## src/rtl/sar_divider_core.sv

```systemverilog
// Restoring SAR divider: one quotient bit per clock, valid/ready on both sides.
// Define SAR_DIV_SIGNED_EN for two's-complement operands (signed_mode, SIGN state).
module sar_divider_core #(
  parameter int BITS      = 40,
  parameter int FRAC_BITS = 0
) (
  input  logic            clk,
  input  logic            reset,
  input  logic            in_valid,
  output logic            in_ready,
  input  logic [BITS-1:0] dividendo,
  input  logic [BITS-1:0] divisor,
`ifdef SAR_DIV_SIGNED_EN
  input  logic            signed_mode,
`endif
  output logic            out_valid,
  input  logic            out_ready,
  output logic [BITS-1:0] result,
  output logic [BITS-1:0] remainder,
  output logic            div_by_zero,
  output logic            overflow
);

  localparam int N  = BITS + FRAC_BITS;
  localparam int CW = $clog2(N + 1);

`ifdef SAR_DIV_SIGNED_EN
  typedef enum logic [1:0] {IDLE, CALC, DONE, SIGN} state_t;
  localparam state_t LAST = SIGN;
`else
  typedef enum logic [1:0] {IDLE, CALC, DONE} state_t;
  localparam state_t LAST = DONE;
`endif

  state_t state, state_nx;

  logic [CW-1:0]   cnt;
  logic [N-1:0]    num;
  logic [BITS-1:0] r;
  logic [BITS-1:0] d;
  logic [BITS-1:0] a;
  logic            dz;

  logic [BITS-1:0] mag_a;
  logic [BITS-1:0] mag_b;
  logic [BITS:0]   sh;
  logic            fits;
  logic [BITS-1:0] r_nx;
  logic [N-1:0]    q_nx;
  logic            ovf_nx;

`ifdef SAR_DIV_SIGNED_EN
  localparam logic [BITS-1:0] HALF = BITS'(1) << (BITS - 1);

  logic sa, sb;
  logic sq, sr, sm;
  logic ovf_s;

  assign sa    = signed_mode & dividendo[BITS-1];
  assign sb    = signed_mode & divisor[BITS-1];
  assign mag_a = sa ? -dividendo : dividendo;
  assign mag_b = sb ? -divisor : divisor;
  // magnitude quotient must fit the signed range of the result
  assign ovf_s = sm & (sq ? (num[BITS-1:0] > HALF)
                          : num[BITS-1]);
`else
  assign mag_a = dividendo;
  assign mag_b = divisor;
`endif

  // numerator shifts out of num's MSB while quotient bits fill its LSB
  assign sh   = {r, num[N-1]};
  assign fits = sh[BITS] | (sh[BITS-1:0] >= d);
  assign r_nx = fits ? sh[BITS-1:0] - d : sh[BITS-1:0];
  assign q_nx = {num[N-2:0], fits};

  if (FRAC_BITS > 0) begin : g_frac
    assign ovf_nx = |q_nx[N-1:BITS];
  end else begin : g_nofrac
    assign ovf_nx = 1'b0;
  end

  always_ff @(posedge clk or negedge reset) begin
    if (!reset) state <= IDLE;
    else        state <= state_nx;
  end

  always_comb begin
    state_nx  = state;
    in_ready  = 1'b0;
    out_valid = 1'b0;
    case (state)
      IDLE: begin
        in_ready = 1'b1;
        if (in_valid) state_nx = CALC;
      end
      CALC: begin
        if (dz)                  state_nx = DONE;
        else if (cnt == CW'(1)) state_nx = LAST;
      end
`ifdef SAR_DIV_SIGNED_EN
      SIGN: state_nx = DONE;
`endif
      DONE: begin
        out_valid = 1'b1;
        if (out_ready) state_nx = IDLE;
      end
      default: state_nx = IDLE;
    endcase
  end

  always_ff @(posedge clk or negedge reset) begin
    if (!reset) begin
      cnt         <= '0;
      num         <= '0;
      r           <= '0;
      d           <= '0;
      a           <= '0;
      dz          <= 1'b0;
      result      <= '0;
      remainder   <= '0;
      div_by_zero <= 1'b0;
      overflow    <= 1'b0;
`ifdef SAR_DIV_SIGNED_EN
      sq          <= 1'b0;
      sr          <= 1'b0;
      sm          <= 1'b0;
`endif
    end else begin
      case (state)
        IDLE: if (in_valid) begin
          cnt         <= CW'(N);
          num         <= N'(mag_a) << FRAC_BITS;
          r           <= '0;
          d           <= mag_b;
          a           <= dividendo;
          dz          <= (divisor == '0);
          div_by_zero <= 1'b0;
          overflow    <= 1'b0;
`ifdef SAR_DIV_SIGNED_EN
          sq          <= sa ^ sb;
          sr          <= sa;
          sm          <= signed_mode;
`endif
        end
        CALC: begin
          if (dz) begin
            result      <= '1;
            remainder   <= a;
            div_by_zero <= 1'b1;
          end else begin
            num <= q_nx;
            r   <= r_nx;
            cnt <= cnt - CW'(1);
            if (cnt == CW'(1)) begin
              overflow  <= ovf_nx;
`ifndef SAR_DIV_SIGNED_EN
              result    <= q_nx[BITS-1:0];
              remainder <= r_nx;
`endif
            end
          end
        end
`ifdef SAR_DIV_SIGNED_EN
        SIGN: begin
          result    <= sq ? -num[BITS-1:0] : num[BITS-1:0];
          remainder <= sr ? -r : r;
          overflow  <= overflow | ovf_s;
        end
`endif
        default: ;
      endcase
    end
  end

endmodule

```

## config.mk

```make
export PLATFORM = sky130hd
export DESIGN_NAME = sar_divider_core
export DESIGN_NICKNAME = d
export VERILOG_FILES = /design/src/rtl/sar_divider_core.sv
export SDC_FILE = /design/constraint.sdc
export NUM_CORES = 1
export LEC_CHECK = 0
export ABC_AREA = 1
export ABC_CLOCK_PERIOD_IN_PS = 3300
export BUFFER_PORTS_ARGS = -buffer_cell sky130_fd_sc_hd__buf_2
export CAP_MARGIN = 5
export CORE_MARGIN = 8
export CORE_UTILIZATION = 60
export DETAILED_ROUTE_END_ITERATION = 8
export GPL_TIMING_DRIVEN = 1
export PLACE_DENSITY = 0.82
export SYNTH_ARGS = -nofsm -noshare
export SYNTH_HDL_FRONTEND = slang
export SYNTH_SLANG_ARGS = --single-unit
```

## constraint.sdc

```tcl
create_clock -name clk -period 3.3 [get_ports clk]
set_input_delay 0.33 -clock clk [delete_from_list [all_inputs] [get_ports clk]]
set_output_delay 0.33 -clock clk [all_outputs]
set_load 0.005 [all_outputs]
```

==> results by group, run 1 <==
Run status
  – Outcome: finished clean

Setup path
  – Critical path's most frequent cell: nand2_1
  – Slowest-stage cell, CP: fa_1
  – Critical path arrival: 3.43 ns
  – Cell Chain, Critical Path: inv_1 -> ha_1 -> inv_1 -> fa_1 -> nand2_1 -> nand3_1 -> nand3_1 -> nand2_2 -> nand2_2 -> nand3b_4 -> nand2_2 -> nand2_4 -> inv_2 -> buf_12 -> nand2_1 -> nand2_1 -> nand2_1 -> nand2_1
  – CP Launch Type: flip-flop
  – WS Path Type: flip-flop to flip-flop
  – CP max stage delay: 0.48 ns
  – Worst path required time: 3.77 ns
  – Crit-path max FO: 38
  – Crit end category: flip-flop

Clock tree
  – TritonCTS Buffers: 26
  – Clock sink count: 250
  – Clk_lat worst skew: between 0.5 and 0.6 ns
  – CTS resizes: 0
  – H-tree depth: 1
  – Reg clk slew, reported paths: 0.06 ns
  – Hold_buf cts: 3
  – Clock root buffer: clkbuf_16
  – TritonCTS clock tree: yes
  – Setup repair bufs after CTS: 0
  – CTS Buffer Depth: 3

Die
  – Core area: 22,700 um2
  – Initial Util: 0.613
  – Die ar.: ~28,000 um2
  – Vert. Die Dim: between 150 and 200 um
  – I/O pin count: 168
  – Row count: 55
  – Die width: 168 um

Synth
  – Synth area leaders: dfrtp_1 45%, nand2_1 19%, inv_1 7.2%
  – Synth unique cells: 41
  – Syn Area/Cell: ~7.3 um2
  – Area fraction of the dominant cell type after synthesis: 0.449
  – Mapped Area: 13,900 um2
  – Synth Warn #: 0
  – Seq/Total Area, Yosys: 0.449
  – Yosys reg bits: 250
  – Synth area leader: dfrtp_1
  – Async SR Flop Fraction: 1.00
  – Post-synth EDFFs: 0
  – Most used DFF post-synth: dfrtp_1
  – Most instantiated library cell after synthesis: nand2_1
  – Commonest cells post-synth: 703 x nand2_1, 266 x inv_1, 250 x dfrtp_1, 128 x o21ai_0, 111 x nor2_1
  – Syn_nets: 2,032
  – Post-synthesis cell count: roughly 1,900

Final layout
  – Post-layout util: 0.701
  – Fraction of layout instances using a drive strength above 1: 0.135
  – Area growth syn-to-layout: 14.4%
  – N_diodes: 0
  – Final cell count without fillers: 2,351
  – Post-route cell area: roughly 16,000 um2
  – Layout Nets: 2,176
  – Fillers: 1,860

Job
  – Max-cap violations: 0

Power and ir drop
  – Pwr/cell area: 1320 nW/um2
  – Lkg Pwr: 8.84 nW
  – Final Total Pwr: around 21 mW
  – Worst IR Drop VDD: 0.000615 V

Timing
  – Worst hold-check slack: 0.0131 ns
  – Minimum clock period: roughly 3.0 ns
  – Worst rel slew slack: 0.273
  – Worst slew pin tran: 1.09 ns
  – Final worst slack: 0.341 ns
  – Final period util: 0.897
  – Setup_tns: 0 ns
  – Clock skew: 0.0123 ns
  – Fin. max-slew vios: 0
  – FMAX: 338 MHz
  – Final hold violation count: 0
  – Finish-stage setup viols: 0
  – RSZ-0062 raised after global routing: no

Global route
  – Most used routing layer: met2
  – Largest net degree at the start of global routing: about 120
  – Global-route wire length before repair: around 67 mm
  – Initial antenna violation count: 0
  – Grt total ovfl: 0
  – Global Route Usage Sum: 0.291
  – Met1 GRT Util: 0.371
  – Met3 layer usage reported by global route: 0.0421
  – GR Util met2: 0.482
  – Vias in the first global route: 12,800

Route
  – Vias per std cell: approximately 5.6
  – DRC errors left: 0
  – DRT iter0 DRCs: 1,347
  – Routed wire length: 41.7 mm
  – Routed via count: between 10,000 and 15,000
  – Routed length per instance: 17.7 um
  – DRT Pass-1 Iters: 6
  – Post-route ant nets: 0

Place
  – Number of port buffers: 166
  – Inst Count DP: 2,303
  – Pre-CTS setup slack: 0.451 ns
  – Gpl congestion: 0.947
  – HPWL after DPL: 31.0 mm
  – Placed cell areas: 15,000 um2

Worst hold path
  – Worst Hold Class: input pin to flip-flop
-- cell type report --
| cell class | instances | area (um2) | share of cell area |
|---|---|---|---|
| multi-input combinational | 1309 | 6320 | 0.397 |
| inverter | 276 | 1040 | 0.0651 |
| clock buffer | 36 | 759 | 0.0477 |
| sequential | 250 | 6260 | 0.393 |
| tap | 285 | 357 | 0.0224 |
| timing repair buffer | 186 | 1050 | 0.0658 |
| clock inverter | 9 | 150 | 0.00943 |
-- logic make-up after synthesis --
family                   after synthesis  synth area share
AND/OR/NAND/NOR                      990             0.297
buffers and inverters                346            0.0970
AO/OA/AOI/OAI                        252             0.103
flip-flops                           250             0.449
adder cells (fa/ha/maj)               43            0.0392
XOR/XNOR                              23            0.0145
other                                  1          0.000269
-- critical path, delay by kind of cell, from the launching register on --
family / cells / cell delay, ns
fa+ha+maj: 2 / 0.63
buf+inv: 4 / 0.58
flops: 1 / 0.37
simple gates: 12 / 1.25
-- layout by cell type, fill, tap and decap left out, types with 11 or more instances in the layout --
cell,netlist,layout
a21oi_1,63,63
buf_2,14,165
buf_4,1,13
clkbuf_16,0,27
dfrtp_1,250,250
ha_1,42,42
inv_1,266,266
nand2_1,703,703
nand2_2,22,22
nand2_4,11,11
nand3_1,95,95
nor2_1,111,110
o21ai_0,128,128
o221ai_1,32,32
xor2_1,22,22
-- flip-flops by register name, indices dropped and copies added (netlist names) --
register,flops
a,40
d,40
num,40
r,40
remainder,40
result,40
cnt,6
state,2
div_by_zero,1
dz,1
-- layer usage --
| metal | up-vias | share of wire |
|---|---|---|
| met3 | 124 | 0.068 |
| met5 | - | 0 |
| li1 | 6252 | - |
| met2 | 579 | 0.47 |
| met1 | 6123 | 0.41 |
| met4 | 0 | 0.052 |
-- final timing paths --
check | startpoint | endpoint | slack, ns | depth (start not counted)
max | num[39] | r[4] | 0.34 | 18
min | dividendo[34] | a[34] | 0.01 | 3
max reg2reg | num[39] | r[4] | 0.34 | 18
min reg2reg | div_by_zero | div_by_zero | 0.47 | 2
max in group asynchronous | reset | num[3] | 2.09 | 3
min in group asynchronous | reset | d[13] | 0.39 | 2
-- power breakdown --
part           internal [mW]  switching, mW
Sequential              4.61          0.929
Clock                   1.91           1.23
Combinational           4.15           8.20
Total                   10.7           10.4
Note: power is estimated with default switching activity, not from simulation.
==> inputs of run 2 (changes only) <==
--- a/config.mk
+++ b/config.mk
@@ -12,7 +12,7 @@
 export CORE_MARGIN = 8
 export CORE_UTILIZATION = 60
 export DETAILED_ROUTE_END_ITERATION = 8
-export GPL_TIMING_DRIVEN = 1
+export GPL_TIMING_DRIVEN = 0
 export PLACE_DENSITY = 0.82
 export SYNTH_ARGS = -nofsm -noshare
 export SYNTH_HDL_FRONTEND = slang
==> run 2 against run 1 <==
Compared with the run above:
- setup slack improved by 0.10 ns
- clock skew grew 0.018 ns
- hold slack better by 0.0036 ns
==> results by group, run 2 (synthesis results as in run 1) <==
Die
  – Die width: 168 um
  – Initial Util: 0.613
  – Core area: approximately 23,000 um2
  – I/O pin count: 168
  – Vert. Die Dim: 168 um
  – Row count: 55
  – Die ar.: 28,300 um2

Setup path
  – CP Buf/Inv Count: 5
  – FF-to-FF path depth: 19
  – Slowest-stage cell, CP: fa_1
  – CP max stage delay: approximately 0.48 ns
  – Cell Chain, Critical Path: inv_1 -> ha_1 -> inv_1 -> fa_1 -> nand2_1 -> nand3_1 -> nand3_1 -> nand2_2 -> nand2_2 -> nand3b_4 -> nand2_2 -> nand2_4 -> inv_2 -> buf_6 -> buf_6 -> nand2_2 -> nand3_1 -> nand2_1 -> nand2_1
  – Crit end category: flip-flop
  – Levels on crit path: 19
  – Critical path arrival: approximately 3.3 ns
  – WS Path Type: flip-flop to flip-flop
  – Critical path's most frequent cell: nand2_2
  – Crit-path max FO: 10
  – CP Launch Type: flip-flop
  – Worst path required time: 3.77 ns
  – Family with the most delay on the worst path: simple AND/OR/NAND/NOR gates

Route
  – Post-route ant nets: 0
  – DRT iter0 DRCs: 1,508
  – Routed wire length: 44.4 mm
  – Routed via count: about 13,000
  – Vias per std cell: 5.54
  – Routed length per instance: 18.4 um
  – DRC errors left: 0
  – DRT Pass-1 Iters: 6

Place
  – Number of port buffers: between 150 and 200
  – Gpl congestion: 0.994
  – HPWL after DPL: 34.2 mm
  – Pre-CTS setup slack: 0.518 ns

Power and ir drop
  – Worst IR Drop VDD: roughly 0.00064 V
  – Pwr/cell area: 1320 nW/um2
  – Lkg Pwr: around 9 nW
  – Final Total Pwr: ~21 mW

Final layout
  – Fillers: 1,855
  – Post-layout util: 0.714
  – N_diodes: 0
  – Most frequent cells in the layout: 703 x nand2_1, 266 x inv_1, 250 x dfrtp_1
  – Fraction of layout instances using a drive strength above 1: 0.133
  – Commonest non-fill, non-tap cell in the layout: nand2_1
  – Area growth syn-to-layout: 16.4%
  – Layout Nets: 2,239

Timing
  – Final period util: 0.866
  – Worst slew pin tran: 0.990 ns
  – Finish-stage setup viols: 0
  – Final worst slack: 0.441 ns
  – Setup_tns: 0 ns
  – Worst rel slew slack: 0.340
  – RSZ-0062 raised after global routing: no
  – Clock skew: just under 0.03 ns
  – Final hold violation count: 0
  – FMAX: roughly 350 MHz
  – Fin. max-slew vios: 0
  – Minimum clock period: ~2.9 ns

Clock tree
  – CTS resizes: 0
  – Clock root buffer: clkbuf_16
  – Reg clk slew, reported paths: 0.06 ns
  – Clock sink count: 250
  – Clk_lat worst skew: around 0.55 ns
  – CTS Buffer Depth: 3
  – H-tree depth: 1
  – TritonCTS Buffers: 26
  – TritonCTS clock tree: yes

Job
  – Max-cap violations: 0

Worst hold path
  – Worst hold stages: 3
  – Worst Hold Class: input pin to flip-flop

Global route
  – Largest net degree at the start of global routing: 130
  – Vias in the first global route: 12,900
  – Grt total ovfl: 0
  – Global-route wire length before repair: 69.3 mm
  – Global Route Usage Sum: 0.308
  – Initial antenna violation count: 1

Run status
  – Outcome: finished clean
[run 2: changes by cell type in the layout (fill, tap and decap cells not counted), moves of 3 or more]
cell | before | now
buf_1 | 0 | 10
buf_12 | 4 | 1
buf_2 | 165 | 179
buf_4 | 13 | 1
clkbuf_1 | 4 | 44
clkinv_2 | 4 | 1
dlygate4sd3_1 | 3 | 11
[run 2: worst paths after layout]
path                          startpoint             to  slack (ns)
max in group asynchronous          reset     result[21]        1.74
hold reg to reg            remainder[19]  remainder[19]        0.48
hold / removal             dividendo[38]          a[38]        0.02
min in group asynchronous          reset          d[21]        0.22
setup / recovery                 num[39]  remainder[17]        0.44
setup reg to reg                 num[39]  remainder[17]        0.44
[run 2: what timing repair did]
action,in CTS,in global routing
hold buffers,11,0
buffers inserted,0,0
endpoints found under the hold margin,38,0
[run 2: through the flow]
| step | instances | area, um2 | hold slack (ns) |
|---|---|---|---|
| after global placement | 2356 | 15100 | 0.457 |
| after global routing | 2413 | 16200 | 0.00334 |
| after CTS | 2413 | 16200 | 0.00209 |
| after detailed placement | 2358 | 15200 | 0.198 |
| final | 2413 | 16200 | 0.0167 |
| after floorplan | 1905 | 13900 | 0.0344 |
[run 2: where the power goes]
part	total [mW]	internal, mW	leakage [nW]	switching (mW)
Combinational	12.7	4.26	5.44	8.44
Sequential	5.47	4.61	3.05	0.869
Clock	3.18	1.89	0.451	1.28
[run 2: layout make-up]
cell class | count | area (um2) | share of cell area
Timing Repair Buffer | 179 | 1010 | 0.0621
Sequential cell | 250 | 6260 | 0.386
Tap cell | 285 | 357 | 0.0220
Multi-Input combinational cell | 1309 | 6320 | 0.390
Clock buffer | 34 | 741 | 0.0457
Inverter | 276 | 1040 | 0.0639
Clock inverter | 10 | 176 | 0.0109
Buffer | 70 | 315 | 0.0195
[run 2: metal layers]
| layer | global-route usage | share of wire |
|---|---|---|
| met1 | 0.413 | 0.42 |
| met5 | 0 | 0 |
| met2 | 0.506 | 0.47 |
| met3 | 0.0440 | 0.075 |
| met4 | 0.101 | 0.034 |
[run 2: worst register-to-register path: stages, from the launching register on]
cell      delay [ns]
dfrtp_1         0.38
inv_1           0.09
ha_1            0.15
inv_1           0.10
fa_1            0.48
nand2_1         0.10
nand3_1         0.09
nand3_1         0.10
nand2_2         0.11
nand2_2         0.10
nand3b_4        0.09
nand2_2         0.08
nand2_4         0.09
inv_2           0.07
buf_6           0.16
buf_6           0.21
nand2_2         0.07
nand3_1         0.15
nand2_1         0.09
nand2_1         0.07
==> inputs of run 3 (changes only) <==
--- a/config.mk
+++ b/config.mk
@@ -13,7 +13,7 @@
 export CORE_UTILIZATION = 60
 export DETAILED_ROUTE_END_ITERATION = 8
 export GPL_TIMING_DRIVEN = 0
-export PLACE_DENSITY = 0.82
+export PLACE_DENSITY = 0.88
 export SYNTH_ARGS = -nofsm -noshare
 export SYNTH_HDL_FRONTEND = slang
 export SYNTH_SLANG_ARGS = --single-unit
==> run 3 against run 2 <==
Compared with the run above:
- sequential share of layout area is essentially flat
- final area rose by 0.10%
- hold slack lost 0.013 ns
- global-route usage increased by 0.40 points
==> results by group, run 3 (synthesis results as in run 1) <==
Final layout
  – Fillers: roughly 1,800
  – Post-route cell area: about 16,000 um2
  – Area growth syn-to-layout: 16.5%
  – Final cell count without fillers: approximately 2,400
  – Most frequent cells in the layout: 703 x nand2_1, 266 x inv_1, 250 x dfrtp_1
  – Post-layout util: 0.714
  – N_diodes: 0
  – Fraction of layout instances using a drive strength above 1: 0.135
  – Commonest non-fill, non-tap cell in the layout: nand2_1
  – Layout Nets: 2,230

Die
  – Initial Util: 0.613
  – I/O pin count: 168
  – Row count: 55
  – Vert. Die Dim: 168 um
  – Die ar.: ~28,000 um2
  – Die width: ~170 um
  – Core area: 22,700 um2

Setup path
  – Slowest-stage cell, CP: fa_1
  – CP Buf/Inv Count: 3
  – Critical path's most frequent cell: nand3_1
  – CP Launch Type: flip-flop
  – Family with the most delay on the worst path: simple AND/OR/NAND/NOR gates
  – Crit-path max FO: 10
  – WS Path Type: flip-flop to flip-flop
  – Worst path required time: ~3.7 ns
  – Critical path arrival: roughly 3.3 ns
  – CP max stage delay: about 0.48 ns
  – Cell Chain, Critical Path: inv_1 -> ha_1 -> inv_1 -> fa_1 -> nand2_1 -> nand3_1 -> nand3_1 -> nand2_2 -> nand2_2 -> nand3b_4 -> nand2_2 -> nand2_4 -> buf_2 -> nand3_1 -> nand3_1 -> nand2_1 -> nand2_1
  – Crit end category: flip-flop

Clock tree
  – Clk_lat worst skew: ~0.55 ns
  – CTS Buffer Depth: 3
  – CTS resizes: 0
  – TritonCTS clock tree: yes
  – Reg clk slew, reported paths: about 0.070 ns
  – Clock root buffer: clkbuf_16
  – H-tree depth: 1
  – Clock sink count: 250
  – TritonCTS Buffers: 26

Timing
  – Worst slew pin tran: 1.06 ns
  – Worst rel slew slack: 0.296
  – Final hold violation count: 0
  – Clock skew: 0.0152 ns
  – FMAX: 346 MHz
  – RSZ-0062 raised after global routing: no
  – Finish-stage setup viols: 0
  – Setup_tns: 0 ns
  – Fin. max-slew vios: 0
  – Final period util: 0.877
  – Minimum clock period: ~2.9 ns
  – Final worst slack: 0.406 ns
  – Worst hold-check slack: 0.00361 ns

Power and ir drop
  – Worst IR Drop VDD: 0.000713 V
  – Pint: 11.1 mW
  – Pwr/cell area: 1340 nW/um2
  – Reg power frac: 0.253
  – Clk pwr share: 0.160
  – Lkg Pwr: 8.96 nW
  – Sw Pwr: 10.7 mW
  – Gate power share: 0.587
  – Switching share of power: 0.492
  – Final Total Pwr: 21.8 mW

Place
  – Number of port buffers: 166
  – Pre-CTS setup slack: 0.532 ns
  – Inst Count DP: 2,358
  – Placed cell areas: ~15,000 um2
  – Gpl congestion: 0.994
  – HPWL after DPL: 34.4 mm

Run status
  – Outcome: finished clean

Route
  – DRC errors left: 0
  – DRT Pass-1 Iters: 5
  – Post-route ant nets: 0
  – Routed length per instance: 18.7 um
  – Routed via count: about 14,000
  – Vias per std cell: 5.65
  – Routed wire length: 45.1 mm
  – DRT iter0 DRCs: 1,636

Global route
  – Global Route Usage Sum: 0.312
  – Largest net degree at the start of global routing: approximately 110
  – Global-route wire length before repair: 70.5 mm
  – Grt total ovfl: 0
  – Vias in the first global route: ~13,000
  – Initial antenna violation count: 0

Job
  – Max-cap violations: 0

Worst hold path
  – Worst Hold Class: input pin to flip-flop
[run 3: changes by cell type in the layout (fill, tap and decap cells not counted)]
cell,previous run,this run
clkinv_8,1,0
clkinv_4,2,0
clkinv_2,1,3
dlygate4sd3_1,11,2
inv_6,2,1
bufinv_16,4,7
clkbuf_8,6,8
clkbuf_1,44,43
clkbuf_16,26,27
[run 3: worst paths after layout]
check                              start             to  slack [ns]  cells past startpoint
setup / recovery                 num[39]  remainder[25]        0.41                     17
hold / removal             dividendo[34]          a[34]       0.004                      3
setup reg to reg                 num[39]  remainder[25]        0.41                     17
hold reg to reg            remainder[38]  remainder[38]        0.47                      2
max in group asynchronous          reset          d[15]        1.64                      4
min in group asynchronous          reset     result[38]        0.30                      2
[run 3: layer usage]
layer	wire length, um	vias up	GRT usage
met3	4070	121	0.0449
met4	1850	0	0.122
met2	21000	695	0.512
li1	-	6367	-
met1	18100	6406	0.411
met5	0	-	0
[run 3: power by group through the flow]
stage	Sequential [mW]	Clock (mW)	Combinational [mW]
finish	5.51	3.50	12.8
global route	5.62	3.59	14.2
CTS	5.48	3.48	12.6
detailed placement	5.49	0	12.5
global placement	5.44	0	12.2
floorplan	5.31	0	8.79
[run 3: area by class of cell]
| cell class | instances | area, um2 | area share |
|---|---|---|---|
| repair buffers | 170 | 916 | 0.0565 |
| plain buffers | 70 | 315 | 0.0194 |
| flip-flops and latches | 250 | 6260 | 0.386 |
| well taps | 285 | 357 | 0.0220 |
| clock inverters | 11 | 234 | 0.0144 |
| multi-input cells | 1309 | 6320 | 0.389 |
| inverters | 276 | 1040 | 0.0639 |
| clock buffers | 36 | 790 | 0.0487 |
[run 3: timing repair]
action | 4_1_cts | 5_1_grt
setup buffers | 0 | 0
hold endpoints to repair | 59 | 0
hold buffers | 2 | 0
[run 3: worst register-to-register path, cell delays in order (launching register included)]
cell and delay (ns):
dfrtp_1 0.37, inv_1 0.09, ha_1 0.15, inv_1 0.09
fa_1 0.48, nand2_1 0.10, nand3_1 0.09, nand3_1 0.11
nand2_2 0.12, nand2_2 0.10, nand3b_4 0.09, nand2_2 0.08
nand2_4 0.09, buf_2 0.25, nand3_1 0.25, nand3_1 0.17
nand2_1 0.10, nand2_1 0.06
